[config.mk]
export PLATFORM = sky130hd
export DESIGN_NAME = chunked_mag_comparator
export DESIGN_NICKNAME = d
export VERILOG_FILES = /design/src/rtl/chunked_mag_comparator.sv
export SDC_FILE = /design/constraint.sdc
export NUM_CORES = 1
export LEC_CHECK = 0
export CAP_MARGIN = 25
export CORE_MARGIN = 2
export CORE_UTILIZATION = 49
export CTS_CLUSTER_DIAMETER = 80
export DETAILED_ROUTE_END_ITERATION = 8
export GPL_ROUTABILITY_DRIVEN = 1
export GPL_TIMING_DRIVEN = 0
export PLACE_DENSITY = 0.81
export SLEW_MARGIN = 20
export SYNTH_ARGS = -nofsm -noshare
export SYNTH_HDL_FRONTEND = slang
export SYNTH_SLANG_ARGS = --single-unit
[constraint.sdc]
create_clock -name clk -period 3.25 [get_ports clk]
set_clock_uncertainty 0.05 [all_clocks]
set_input_delay 0.65 -clock clk [delete_from_list [all_inputs] [get_ports clk]]
set_output_delay 0.65 -clock clk [all_outputs]
set_load 0.03 [all_outputs]
[src/rtl/chunked_mag_comparator.sv]
`default_nettype none
// ============================================================================
// Module      : chunked_mag_comparator
// Description : Sequential magnitude comparator. Two WIDTH-bit operands are
//               compared CHUNK bits per cycle, most significant chunk first,
//               and the compare stops at the first chunk that differs.
//               Supports signed/unsigned mode per operation and a
//               start/busy/done handshake with abort.
// Revision    : 1.0 - initial release
// ============================================================================
module chunked_mag_comparator #(
    parameter int WIDTH = 16,
    parameter int CHUNK = 4
) (
    input  logic                                 clk,
    input  logic                                 rst,
    input  logic                                 start,
    input  logic                                 signed_mode,
    input  logic [WIDTH-1:0]                     a,
    input  logic [WIDTH-1:0]                     b,
    input  logic                                 abort,
    output logic                                 busy,
    output logic                                 done,
    output logic                                 gt,
    output logic                                 lt,
    output logic                                 eq,
    output logic [$clog2(WIDTH/CHUNK):0]         cycles
);

    localparam int NCHUNK = WIDTH / CHUNK;
    localparam int CW     = $clog2(NCHUNK) + 1;
    localparam int IW     = (NCHUNK > 1) ? $clog2(NCHUNK) : 1;
    localparam logic [IW-1:0] C_TOP_IDX = IW'(NCHUNK - 1);

    typedef enum logic [0:0] {
        S_IDLE = 1'b0,
        S_RUN  = 1'b1
    } state_t;

    state_t            state_q, state_d;
    logic [WIDTH-1:0]  a_q, a_d;
    logic [WIDTH-1:0]  b_q, b_d;
    logic [IW-1:0]     idx_q, idx_d;
    logic              busy_q, busy_d;
    logic              done_q, done_d;
    logic              gt_q, gt_d;
    logic              lt_q, lt_d;
    logic              eq_q, eq_d;
    logic [CW-1:0]     cycles_q, cycles_d;

    // Flipping the MSB maps two's-complement onto offset binary, so the
    // chunk datapath only ever needs an unsigned compare.
    logic [WIDTH-1:0]  w_msb_flip;
    logic [31:0]       w_base;
    logic [CHUNK-1:0]  w_a_chunk;
    logic [CHUNK-1:0]  w_b_chunk;
    logic [CW-1:0]     w_cycles_now;

    assign w_msb_flip   = WIDTH'(signed_mode) << (WIDTH - 1);
    assign w_base       = 32'(idx_q) * 32'(CHUNK);
    assign w_a_chunk    = a_q[w_base +: CHUNK];
    assign w_b_chunk    = b_q[w_base +: CHUNK];
    // Chunks examined so far including the current one.
    assign w_cycles_now = CW'(NCHUNK) - CW'(idx_q);

    // Next-state logic: operand capture, chunk walk, completion and abort.
    always_comb begin
        state_d  = state_q;
        a_d      = a_q;
        b_d      = b_q;
        idx_d    = idx_q;
        busy_d   = busy_q;
        done_d   = 1'b0;
        gt_d     = gt_q;
        lt_d     = lt_q;
        eq_d     = eq_q;
        cycles_d = cycles_q;

        case (state_q)
            S_IDLE: begin
                if (start && !abort) begin
                    a_d     = a ^ w_msb_flip;
                    b_d     = b ^ w_msb_flip;
                    idx_d   = C_TOP_IDX;
                    busy_d  = 1'b1;
                    state_d = S_RUN;
                end
            end
            S_RUN: begin
                if (abort) begin
                    // Cancelled: no result update and no done pulse.
                    busy_d  = 1'b0;
                    idx_d   = C_TOP_IDX;
                    state_d = S_IDLE;
                end else if (w_a_chunk != w_b_chunk || idx_q == '0) begin
                    gt_d     = (w_a_chunk > w_b_chunk);
                    lt_d     = (w_a_chunk < w_b_chunk);
                    eq_d     = (w_a_chunk == w_b_chunk);
                    cycles_d = w_cycles_now;
                    done_d   = 1'b1;
                    busy_d   = 1'b0;
                    idx_d    = C_TOP_IDX;
                    state_d  = S_IDLE;
                end else begin
                    idx_d = idx_q - IW'(1);
                end
            end
            default: begin
                busy_d  = 1'b0;
                idx_d   = C_TOP_IDX;
                state_d = S_IDLE;
            end
        endcase
    end

    // State and output registers with synchronous reset.
    always_ff @(posedge clk) begin
        if (rst) begin
            state_q  <= S_IDLE;
            a_q      <= '0;
            b_q      <= '0;
            idx_q    <= C_TOP_IDX;
            busy_q   <= 1'b0;
            done_q   <= 1'b0;
            gt_q     <= 1'b0;
            lt_q     <= 1'b0;
            eq_q     <= 1'b0;
            cycles_q <= '0;
        end else begin
            state_q  <= state_d;
            a_q      <= a_d;
            b_q      <= b_d;
            idx_q    <= idx_d;
            busy_q   <= busy_d;
            done_q   <= done_d;
            gt_q     <= gt_d;
            lt_q     <= lt_d;
            eq_q     <= eq_d;
            cycles_q <= cycles_d;
        end
    end

    assign busy   = busy_q;
    assign done   = done_q;
    assign gt     = gt_q;
    assign lt     = lt_q;
    assign eq     = eq_q;
    assign cycles = cycles_q;

endmodule
`default_nettype wire
### Word level (Yosys, flattened, before mapping)

Index checks and enable logic that the tools add are counted.

| word-level totals | value |
|---|---|
| register bits after elaboration | 43 |
| input port bits | 37 |
| output and inout port bits | 8 |

| operators by class | value |
|---|---|
| add/subtract/negate cells | 2 |
| $lt $le $gt $ge | 2 |
| equality and inequality tests | 4 |
| shift-type cells | 2 |
| mux-type cells | 13 |
| bitwise gates (word level) | 4 |
| reduce and logical (&&, ||, !) cells | 8 |

Operators with widths:

| operator | number |
|---|---|
| indexed part select 16 x 5 -> 4 bit | 2 |
| XOR 16 bit | 2 |
| two-way mux 1 bit | 7 |
| two-way mux 2 bit | 3 |
| == test 4 bit | 1 |
| greater-than comparator 4 bit | 1 |
| < comparator 4 bit | 1 |
| inequality test 4 bit | 1 |
| case mux 1 bit (2 select lines) | 2 |
| case mux 2 bit (2 select lines) | 1 |
| AND reduction 2 bit | 2 |
| inequality test 3 x 2 -> 1 bit (second input constant) | 1 |
| AND reduction 3 bit | 1 |
| OR reduction 3 bit | 1 |
| subtractor 3 x 2 -> 3 bit (first input constant) | 1 |
| zero test 2 bit | 1 |
| inequality test 2 bit (second input constant) | 1 |
| NOT 1 bit | 2 |
| subtractor 2 x 1 -> 2 bit (second input constant) | 1 |
| logical AND 1 bit | 1 |
| zero test 1 bit | 1 |
| logical OR 1 bit | 1 |

### Longest topological paths before layout

Gate-level depths: netlist (run 1).

| logic depth | value |
|---|---|
| depth in word-level cells | 6 |
| gate-level depth with buffers | 8 |

### Least setup slack after synthesis (run 1)

OpenSTA, ideal clock, no wires.

| timing | value |
|---|---|
| kind | reg2reg |
| start point | reg idx_q[0] |
| end point | reg lt_q (netlist: lt) |
| arrival | 2.152 ns |
| path slack | 0.931 ns |
| cell stages (with the launch flop) | 8 |
| path buffers | 2 |
| clock period less this slack | 2.319 ns |
| cells stage by stage | dfxtp_1 > buf_2 > mux4_2 > ha_1 > and4_1 > clkbuf_1 > o2111a_1 > a41o_1 |

| between the ends | value |
|---|---|
| word-level cells in the longest chain between the ends | 4 |
| elaborated cells on any way between the ends | 7 |
| classes of those cells | order compare: 1; eq/ne: 1; shift: 2; reduce/logical: 3 |

Ends and longest elaborated chain:

| item | RTL line | source |
|---|---|---|
| start: declaration | 43 | `logic [IW-1:0] idx_q, idx_d;` |
| start signal: assignment | 133 | `idx_q <= idx_d;` |
| indexed part select 16 x 5 -> 4 bit (on tied branches) | 61, 62 |  |
| inequality test 4 bit | 95 | `end else if (w_a_chunk != w_b_chunk \|\| idx_q == '0) begin` |
| logical OR 1 bit | 95 |  |
| AND reduction 3 bit (no source line) | - |  |
| end signal: assignment | 137 | `lt_q <= lt_d;` |
| end: declaration | 47 | `logic lt_q, lt_d;` |

Several ways; a longest one is shown, not always the timed one.
A chain may end at the register's enable or synchronous reset.

### Final worst setup path (run 1)

Ends and elaborated chain as after synthesis.

==> out/qor.txt, run 1 <==
TNS Setup = 0 ns
IO Port Bufs = 44
Register bit total from synthesis = 43
Logic pwr share = 15.3%
Hpwl dp = 3087 um
Post-route ant nets = 0
Clock sinks = 43
Worst Setup End Kind = register
Synthesized instance count = 213
Min-Delay Path Class = register to register
Leakage = 0.9572 nW
Register share of total power = 48.0%
Fin area = 2575 um2
Dpl cell area = 2457 um2
Worst R2R Path Depth = 7
Top cell type's share of synthesized area = 43.99%
Internal Pwr Total = 0.8938 mW
Synth Cell Area = 1957 um2
Cell row count = 22
Clk pwr share = 36.8%
Layout Area Growth over Synthesis = 31.59%
Setup bufs post-CTS = 0
Fillers = 325
Final number of hold-violating endpoints = 0
Die X = 67.20 um
Relative slew slack = 64.62%
GRT Overall Usage = 21.28%
RSZ-0062 raised after global routing = no
Detailed-route DRC error count = 0
Top FF cell, synth = dfxtp_1
Synth cell types = 34
Slowest CP cell = mux4_2
Post-Syn Nets = 255
I/O pin count = 45
Multi-input gate area = 928.4 um2
Global route overflow = 0
Warnings from Yosys = 0
Gpl congestion = 0.8707
Post_cts resized = 0
Peak supply drop = 0.0002723 V
Clock-pin slew on the worst setup and hold paths = 0.08 ns
Total CTS buffers = 5
Hold depth = 2
Top delay family on crit path = multiplexers
Sw Ratio = 23.59%
Initial antenna violation count = 0
Finished Core Util = 68.78%
Largest stage delay, worst path = 0.55 ns
H-Tree Depth = 2
Post-Place Cells = 305
Final Non-Filler Cells = 313
Most frequent cells in the layout = nand2_1, clkdlybuf4s50_1, dfxtp_1
CP Max Fanout = 10
Insertion delay to the later sink of the worst-skew pair = 0.30 ns
Vias in the first global route = 1,665
Crit path kind = register to register
WP data required = 3.39 ns
Fmax = 0.3938 GHz
Crit path launch type = register
Pre-CTS setup slack = 0.7712 ns
TritonCTS clock tree = yes
Core Box Area = 3744 um2
Net count, final = 306
WHS = 0.4083 ns
WP data arrival = 2.68 ns
DR vias/cell = 5.185
Initial DRT Pass Iterations = 4
Setup violations, final = 0
Tcrit/Tclk final = 78.13%
Number of cells on the critical path = 7
Commonest non-fill, non-tap cell in the layout = nand2_1
Asr flop ratio synth = 0%
Chip height = 67.20 um
CTS Hold Bufs = 0
Clk buf depth = 2
Via Count = 1,623
Area leader, netlist = dfxtp_1
Max_cap viols = 0
Status = completed
Max-slew violation count = 0
Buf/Inv on CP = 2
Final Power = 1.170 mW
Routed wire length = 4152 um
Largest cells by area after synthesis = dfxtp_1, nand2_1, a21oi_1, mux4_2, buf_6
Sequential Area = 860.8 um2
Initial Util = 52.27%
Worst slew pin tran = 0.5307 ns
First-pass GRT wire length = 7079 um
Initial DRC count = 90
Root Buffer = clkbuf_8
Tmin final = 2.539 ns
Switch Pwr = 0.2759 mW
Largest net degree at the start of global routing = 14
Worst Slack Setup Final = 0.7107 ns
Syn Area/Cell = 9.187 um2
Pwr dens = 454.2 nW/um2
Layout cells sized above 1 = 12.08%
Critical path, cell by cell = buf_2, mux4_2, ha_1, and4_1, clkbuf_1, o2111a_1, a41o_1
Register area share after synthesis = 43.99%
Die area = 4515 um2
WL per Instance = 13.27 um
Antenna Cells = 0
EDFF count, synth = 0
==> state kept, by name (all words and copies together) (netlist names) <==
signal / flops
a_q: 16
b_q: 16
gt: 1
done: 1
busy: 1
state_q: 1
idx_q: 2
cycles: 3
eq: 1
lt: 1
==> layout make-up <==
cell class,instances,share of cell area (%)
Multi-Input combinational cell,147,36.05
Buffer,16,5.491
Clock inverter,2,1.361
Tap cell,48,2.332
Clock buffer,6,3.207
Timing Repair Buffer,44,17.10
Sequential cell,43,33.43
Inverter,7,1.020
==> layer usage <==
metal / global-route usage (%) / part of all wire (%) / up-vias
met5: 0 / 0 / -
met1: 25.35 / 45 / 738
li1: - / - / 835
met2: 37.00 / 48 / 42
met4: 9.694 / 1.7 / 0
met3: 4.167 / 4.4 / 8
==> worst min-delay path, stage by stage (launching register included) <==
cell and delay, ns:
dfxtp_1 0.32, nand2_1 0.05, a21oi_1 0.05
==> synthesized netlist by cell type, drive strengths merged (2+ instances only) <==
cell    number
o211ai       5
nand2       60
inv          7
nor2         3
a211oi       2
buf         12
nor3         3
dfxtp       43
xnor2        2
clkbuf       4
ha           5
o21ai        5
nor2b        3
mux4         8
a21oi       37
==> power by group through the flow <==
stage / sequential, mW / combinational, mW / clock [mW]
2_1_floorplan: 0.574 / 0.101 / 0
3_3_place_gp: 0.572 / 0.175 / 0
3_5_place_dp: 0.573 / 0.178 / 0
4_1_cts: 0.561 / 0.179 / 0.431
5_1_grt: 0.564 / 0.196 / 0.457
6_report: 0.561 / 0.179 / 0.430
==> cell families after synthesis <==
logic type | synth area share [%]
xor+xnor | 0.8953
simple gates | 18.61
fa+ha+maj | 3.197
flops | 43.99
mux | 9.207
compound gates | 15.54
buf+inv | 8.567
==> final timing paths <==
path	endpoint	start	slack (ns)
setup / recovery	lt	idx_q[0]	0.71
hold / removal	b_q[14]	b_q[14]	0.41
setup reg to reg	lt	idx_q[0]	0.71
hold reg to reg	b_q[14]	b_q[14]	0.41
No activity file was read; power rests on OpenSTA's default activity.
==> run 2: changes to the inputs <==
--- a/config.mk
+++ b/config.mk
@@ -7,12 +7,12 @@
 export LEC_CHECK = 0
 export CAP_MARGIN = 25
 export CORE_MARGIN = 2
-export CORE_UTILIZATION = 49
+export CORE_UTILIZATION = 44
 export CTS_CLUSTER_DIAMETER = 80
 export DETAILED_ROUTE_END_ITERATION = 8
 export GPL_ROUTABILITY_DRIVEN = 1
 export GPL_TIMING_DRIVEN = 0
-export PLACE_DENSITY = 0.81
+export PLACE_DENSITY = 0.77
 export SLEW_MARGIN = 20
 export SYNTH_ARGS = -nofsm -noshare
 export SYNTH_HDL_FRONTEND = slang
==> constraint.sdc (replaced) <==
create_clock -name clk -period 2.2 [get_ports clk]
set_clock_uncertainty 0.05 [all_clocks]
set_input_delay 0.44 -clock clk [delete_from_list [all_inputs] [get_ports clk]]
set_output_delay 0.44 -clock clk [all_outputs]
set_load 0.03 [all_outputs]
==> run 2 against run 1 <==
  * Clock power up 12%
  * Final cell count up 2.9%
  * Via count up 3.6%
  * Non-clock buffer count up 5
  * Final area up 2.8%
  * Critical path type unchanged
  * Critical endpoint unchanged
  * Largest power group unchanged
  * Highest routed layer unchanged
==> out/qor.txt, run 2 (synthesis gave the netlist of run 1 again) <==
Largest net degree at the start of global routing = 13 (was 14)
Hpwl dp = 3141 um (was 3087 um)
CP Max Fanout = 6 (was 10)
Detailed-route DRC error count = 0 (unchanged)
Commonest non-fill, non-tap cell in the layout = nand2_1 (unchanged)
Vias in the first global route = 1,633 (was 1,665)
Relative slew slack = 65.33% (was 64.62%)
Gpl congestion = 0.8130 (was 0.8707)
Fin area = 2646 um2 (was 2575 um2)
Initial antenna violation count = 0 (unchanged)
Finished Core Util = 61.20% (was 68.78%)
Critical path, cell by cell = buf_4, mux4_2, inv_1, ha_4, and4_2, o2111a_1, a41o_1 (was buf_2, mux4_2, ha_1, and4_1, clkbuf_1, o2111a_1, a41o_1)
Initial Util = 45.25% (was 52.27%)
H-Tree Depth = 2 (unchanged)
Tmin final = 2.180 ns (was 2.539 ns)
DR vias/cell = 5.220 (was 5.185)
Worst Setup EP = lt (unchanged)
Max-slew violation count = 0 (unchanged)
GRT Overall Usage = 18.79% (was 21.28%)
Fmax = 0.4587 GHz (was 0.3938 GHz)
Root Buffer = clkbuf_8 (unchanged)
Total CTS buffers = 5 (unchanged)
Final Power = 1.596 mW (was 1.170 mW)
Pwr dens = 603.1 nW/um2 (was 454.2 nW/um2)
Buf/Inv on CP = 2 (unchanged)
Clock sinks = 43 (unchanged)
Die area = 4997 um2 (was 4515 um2)
Layout Area Growth over Synthesis = 35.23% (was 31.59%)
Leakage = 0.9718 nW (was 0.9572 nW)
TritonCTS clock tree = yes (unchanged)
IO Port Bufs = 44 (unchanged)
Final Non-Filler Cells = 322 (was 313)
Top delay family on crit path = multiplexers (unchanged)
Setup violations, final = 0 (unchanged)
Largest stage delay, worst path = 0.50 ns (was 0.55 ns)
Number of cells on the critical path = 7 (unchanged)
CP startpoint = idx_q[0] (unchanged)
Tcrit/Tclk final = 99.09% (was 78.13%)
Via Count = 1,681 (was 1,623)
Peak supply drop = 0.0003477 V (was 0.0002723 V)
Antenna Cells = 0 (unchanged)
Worst R2R Path Depth = 7 (unchanged)
Die X = 70.69 um (was 67.20 um)
Clk buf depth = 2 (unchanged)
Global route overflow = 0 (unchanged)
WP data arrival = 2.32 ns (was 2.68 ns)
Core Box Area = 4324 um2 (was 3744 um2)
Min-Delay Path Class = register to register (unchanged)
WHS = 0.4054 ns (was 0.4083 ns)
Insertion delay to the later sink of the worst-skew pair = 0.29 ns (was 0.30 ns)
Worst R2R Start = idx_q[0] (unchanged)
Most frequent cells in the layout = nand2_1, clkdlybuf4s50_1, dfxtp_1 (unchanged)
Pre-CTS setup slack = -0.1922 ns (was 0.7712 ns)
Crit path kind = register to register (unchanged)
Chip height = 70.69 um (was 67.20 um)
Post-route ant nets = 0 (unchanged)
R2r setup slk = 0.02 ns (was 0.71 ns)
Final number of hold-violating endpoints = 0 (unchanged)
Crit path launch type = register (unchanged)
Layout cells sized above 1 = 16.30% (was 12.08%)
Routed wire length = 4409 um (was 4152 um)
Worst Slack Setup Final = 0.02010 ns (was 0.7107 ns)
TNS Setup = 0 ns (unchanged)
Worst slew pin tran = 0.5201 ns (was 0.5307 ns)
Worst Setup End Kind = register (unchanged)
Cell row count = 24 (was 22)
WL per Instance = 13.69 um (was 13.27 um)
Initial DRC count = 107 (was 90)
CTS Hold Bufs = 0 (unchanged)
Post-Place Cells = 309 (was 305)
Max_cap viols = 0 (unchanged)
Slowest CP cell = mux4_2 (unchanged)
Dpl cell area = 2494 um2 (was 2457 um2)
Initial DRT Pass Iterations = 4 (unchanged)
Status = completed (unchanged)
WP data required = 2.34 ns (was 3.39 ns)
I/O pin count = 45 (unchanged)
RSZ-0062 raised after global routing = yes (was no)
Hold depth = 2 (unchanged)
First-pass GRT wire length = 7493 um (was 7079 um)
FF-to-FF End = lt (unchanged)
Net count, final = 311 (was 306)
Clock-pin slew on the worst setup and hold paths = 0.08 ns (about the same)
[run 2: cell types whose count changed in the layout (fill, tap and decap cells not counted), sizes merged]
cell and delta:
bufinv -1, buf +6
[run 2: layout make-up]
class	instances	area (um2)
plain buffers	15	150.1
fillers	404	1678
well taps	52	65.06
clock inverters	1	5.005
multi-input cells	147	975.9
inverters	7	26.28
repair buffers	50	485.5
clock buffers	7	76.32
flip-flops and latches	43	862.1
[run 2: routing by layer]
layer	global-route usage [%]	vias up	wire length, um
met1	23.85	792	1963
met2	31.26	36	2164
met5	0	-	0
met3	4.701	7	224
li1	-	846	-
met4	6.499	0	56
[run 2: worst reg2reg max path: stages (launching register included)]
cell and delay [ns]:
dfxtp_2 0.35, buf_4 0.11, mux4_2 0.50, inv_1 0.13
ha_4 0.22, and4_2 0.27, o2111a_1 0.25, a41o_1 0.19
[run 2: how the worst min path moves through the flow]
stage,startpoint,endpoint,slack (ns)
finish,b_q[6],b_q[6],0.41
global route,b_q[10],b_q[10],0.42
CTS,b_q[6],b_q[6],0.40
detailed placement,b_q[6],b_q[6],0.39
global placement,b_q[6],b_q[6],0.39
floorplan,a_q[10],a_q[10],0.38
[run 2: timing repair]
action	CTS	global route
buffers inserted	5	1
pin swaps	2	4
resized for setup	3	5
setup endpoints to repair	11	9
[run 2: power by group]
part / switching (mW) / leakage, nW / internal [mW]
clock: 0.259 / 0.0422 / 0.223
sequential: 0.0176 / 0.350 / 0.812
combinational: 0.130 / 0.579 / 0.155
==> run 3: changes to the inputs <==
--- a/config.mk
+++ b/config.mk
@@ -6,6 +6,7 @@
 export NUM_CORES = 1
 export LEC_CHECK = 0
 export CAP_MARGIN = 25
+export CORE_ASPECT_RATIO = 1.2
 export CORE_MARGIN = 2
 export CORE_UTILIZATION = 44
 export CTS_CLUSTER_DIAMETER = 80
==> run 3 against run 2 <==
  * Critical endpoint is now cycles[1]
  * Largest cell class unchanged
  * Sequential cell count unchanged
  * Setup slack improved by 0.0063 ns
  * Via count shrank 0.83%
  * Critical path depth is the same
  * Combinational power is 9.1% higher
  * First-iteration DRC count is 17% lower
  * Largest power group unchanged
  * Wire length grew 5.2%
  * Power is 5.8% higher
==> out/qor.txt, run 3 (synthesis gave the netlist of run 1 again) <==
Status = completed (unchanged)
Switch Pwr = 0.4246 mW (was 0.4062 mW)
WP data arrival = 2.29 ns (was 2.32 ns)
TritonCTS clock tree = yes (unchanged)
Largest net degree at the start of global routing = 13 (unchanged)
Clock sinks = 43 (unchanged)
Worst slew pin tran = 0.5419 ns (was 0.5201 ns)
Dpl cell area = 2499 um2 (was 2494 um2)
RSZ-0062 raised after global routing = yes (unchanged)
Worst Setup End Kind = register (unchanged)
Sequential Area = 862.1 um2 (unchanged)
Pwr dens = 624.5 nW/um2 (was 603.1 nW/um2)
Fin area = 2704 um2 (was 2646 um2)
Gpl congestion = 0.7955 (was 0.8130)
Worst R2R Start = idx_q[0] (unchanged)
WP data required = 2.32 ns (was 2.34 ns)
Largest stage delay, worst path = 0.54 ns (was 0.50 ns)
Sw Ratio = 25.15% (was 25.45%)
Routed wire length = 4639 um (was 4409 um)
Most frequent cells in the layout = nand2_1, clkdlybuf4s50_1, dfxtp_1 (unchanged)
Logic pwr share = 18.4% (was 17.9%)
Final number of hold-violating endpoints = 0 (unchanged)
Leakage = 0.9835 nW (was 0.9718 nW)
DR vias/cell = 5.113 (was 5.220)
Register share of total power = 49.1% (was 52.0%)
Root Buffer = clkbuf_8 (unchanged)
Detailed-route DRC error count = 0 (unchanged)
Via Count = 1,667 (was 1,681)
Setup violations, final = 0 (unchanged)
Critical path, cell by cell = buf_6, mux4_2, ha_4, nand4_1, buf_4, o211ai_1, a21oi_1 (was buf_4, mux4_2, inv_1, ha_4, and4_2, o2111a_1, a41o_1)
Chip height = 77.06 um (was 70.69 um)
Max_cap viols = 0 (unchanged)
Worst Slack Setup Final = 0.02641 ns (was 0.02010 ns)
Final Power = 1.689 mW (was 1.596 mW)
WL per Instance = 14.23 um (was 13.69 um)
Max-slew violation count = 0 (unchanged)
Commonest non-fill, non-tap cell in the layout = nand2_1 (unchanged)
Clock-pin slew on the worst setup and hold paths = 0.08 ns (about the same)
IO Port Bufs = 44 (unchanged)
Hold depth = 2 (unchanged)
Finished Core Util = 63.45% (was 61.20%)
Layout Area Growth over Synthesis = 38.17% (was 35.23%)
Worst R2R Path Depth = 7 (unchanged)
Peak supply drop = 0.0003996 V (was 0.0003477 V)
Layout cells sized above 1 = 17.04% (was 16.30%)
Initial Util = 45.92% (was 45.25%)
CP Max Fanout = 5 (was 6)
Global route overflow = 0 (unchanged)
First-pass GRT wire length = 7679 um (was 7493 um)
Net count, final = 311 (unchanged)
Tcrit/Tclk final = 98.80% (was 99.09%)
Cell row count = 26 (was 24)
Clk pwr share = 32.5% (was 30.2%)
Total CTS buffers = 5 (unchanged)
GRT Overall Usage = 20.24% (was 18.79%)
Initial DRT Pass Iterations = 6 (was 4)
Clk buf depth = 2 (unchanged)
Die area = 4999 um2 (was 4997 um2)
Initial antenna violation count = 0 (unchanged)
Multi-input gate area = 1006 um2 (was 975.9 um2)
Tmin final = 2.174 ns (was 2.180 ns)
Hpwl dp = 3172 um (was 3141 um)
Pre-CTS setup slack = -0.1931 ns (was -0.1922 ns)
CTS Hold Bufs = 0 (unchanged)
Worst Hold Launch = b_q[11] (was b_q[6])
Slowest CP cell = mux4_2 (unchanged)
I/O pin count = 45 (unchanged)
Crit path launch type = register (unchanged)
H-Tree Depth = 2 (unchanged)
Min-Delay Path Class = register to register (unchanged)
Antenna Cells = 0 (unchanged)
Initial DRC count = 89 (was 107)
Core Box Area = 4262 um2 (was 4324 um2)
Fmax = 0.4601 GHz (was 0.4587 GHz)
Relative slew slack = 63.87% (was 65.33%)
CP startpoint = idx_q[0] (unchanged)
Fillers = 369 (was 404)
WHS = 0.4072 ns (was 0.4054 ns)
Die X = 64.88 um (was 70.69 um)
Crit path kind = register to register (unchanged)
Post-route ant nets = 0 (unchanged)
Insertion delay to the later sink of the worst-skew pair = 0.30 ns (was 0.29 ns)
Internal Pwr Total = 1.264 mW (was 1.190 mW)
Vias in the first global route = 1,679 (was 1,633)
[run 3: critical path, delay by kind of cell (launching register included)]
family / cells / cell delay (ns)
multiplexers: 1 / 0.54
buffers and inverters: 2 / 0.35
flip-flops: 1 / 0.34
AND/OR/NAND/NOR: 1 / 0.21
adder cells (fa/ha/maj): 1 / 0.29
AO/OA/AOI/OAI: 2 / 0.26
[run 3: area by class of cell]
cell class | instances | area share (%)
Multi-Input combinational cell | 147 | 37.20
Sequential cell | 43 | 31.88
Timing Repair Buffer | 50 | 18.09
Buffer | 15 | 5.553
Clock buffer | 8 | 3.702
Tap cell | 56 | 2.591
Inverter | 7 | 0.9718
[run 3: power groups by stage]
| stage | registers (mW) | clock network [mW] | logic [mW] |
|---|---|---|---|
| 3_3_place_gp | 0.845 | 0 | 0.269 |
| 6_report | 0.829 | 0.549 | 0.311 |
| 3_5_place_dp | 0.847 | 0 | 0.274 |
| 2_1_floorplan | 0.848 | 0 | 0.155 |
| 4_1_cts | 0.828 | 0.557 | 0.291 |
| 5_1_grt | 0.833 | 0.590 | 0.340 |
[run 3: through the flow]
stage / setup TNS, ns / std cells
4_1_cts: -0.07317 / 325
6_report: 0 / 326
2_1_floorplan: 0 / 213
3_5_place_dp: -0.9988 / 313
5_1_grt: -0.2549 / 326
3_3_place_gp: -0.8459 / 313
[run 3: routing by layer]
layer / track usage, % / part of all wire [%]
met5: 0 / 0
met4: 9.362 / 2.3
met3: 4.839 / 4.5
met2: 34.95 / 53
met1: 23.16 / 40
[run 3: repair_timing]
| action | in CTS | in global routing |
|---|---|---|
| pin swaps | 1 | 12 |
| buffers inserted | 5 | 1 |
| setup endpoints to repair | 11 | 9 |
| resized for setup | 4 | 10 |
[run 3: worst paths after layout]
check,end,slack [ns]
max reg2reg,cycles[1],0.03
min reg2reg,b_q[11],0.41
min,b_q[11],0.41
max,cycles[1],0.03
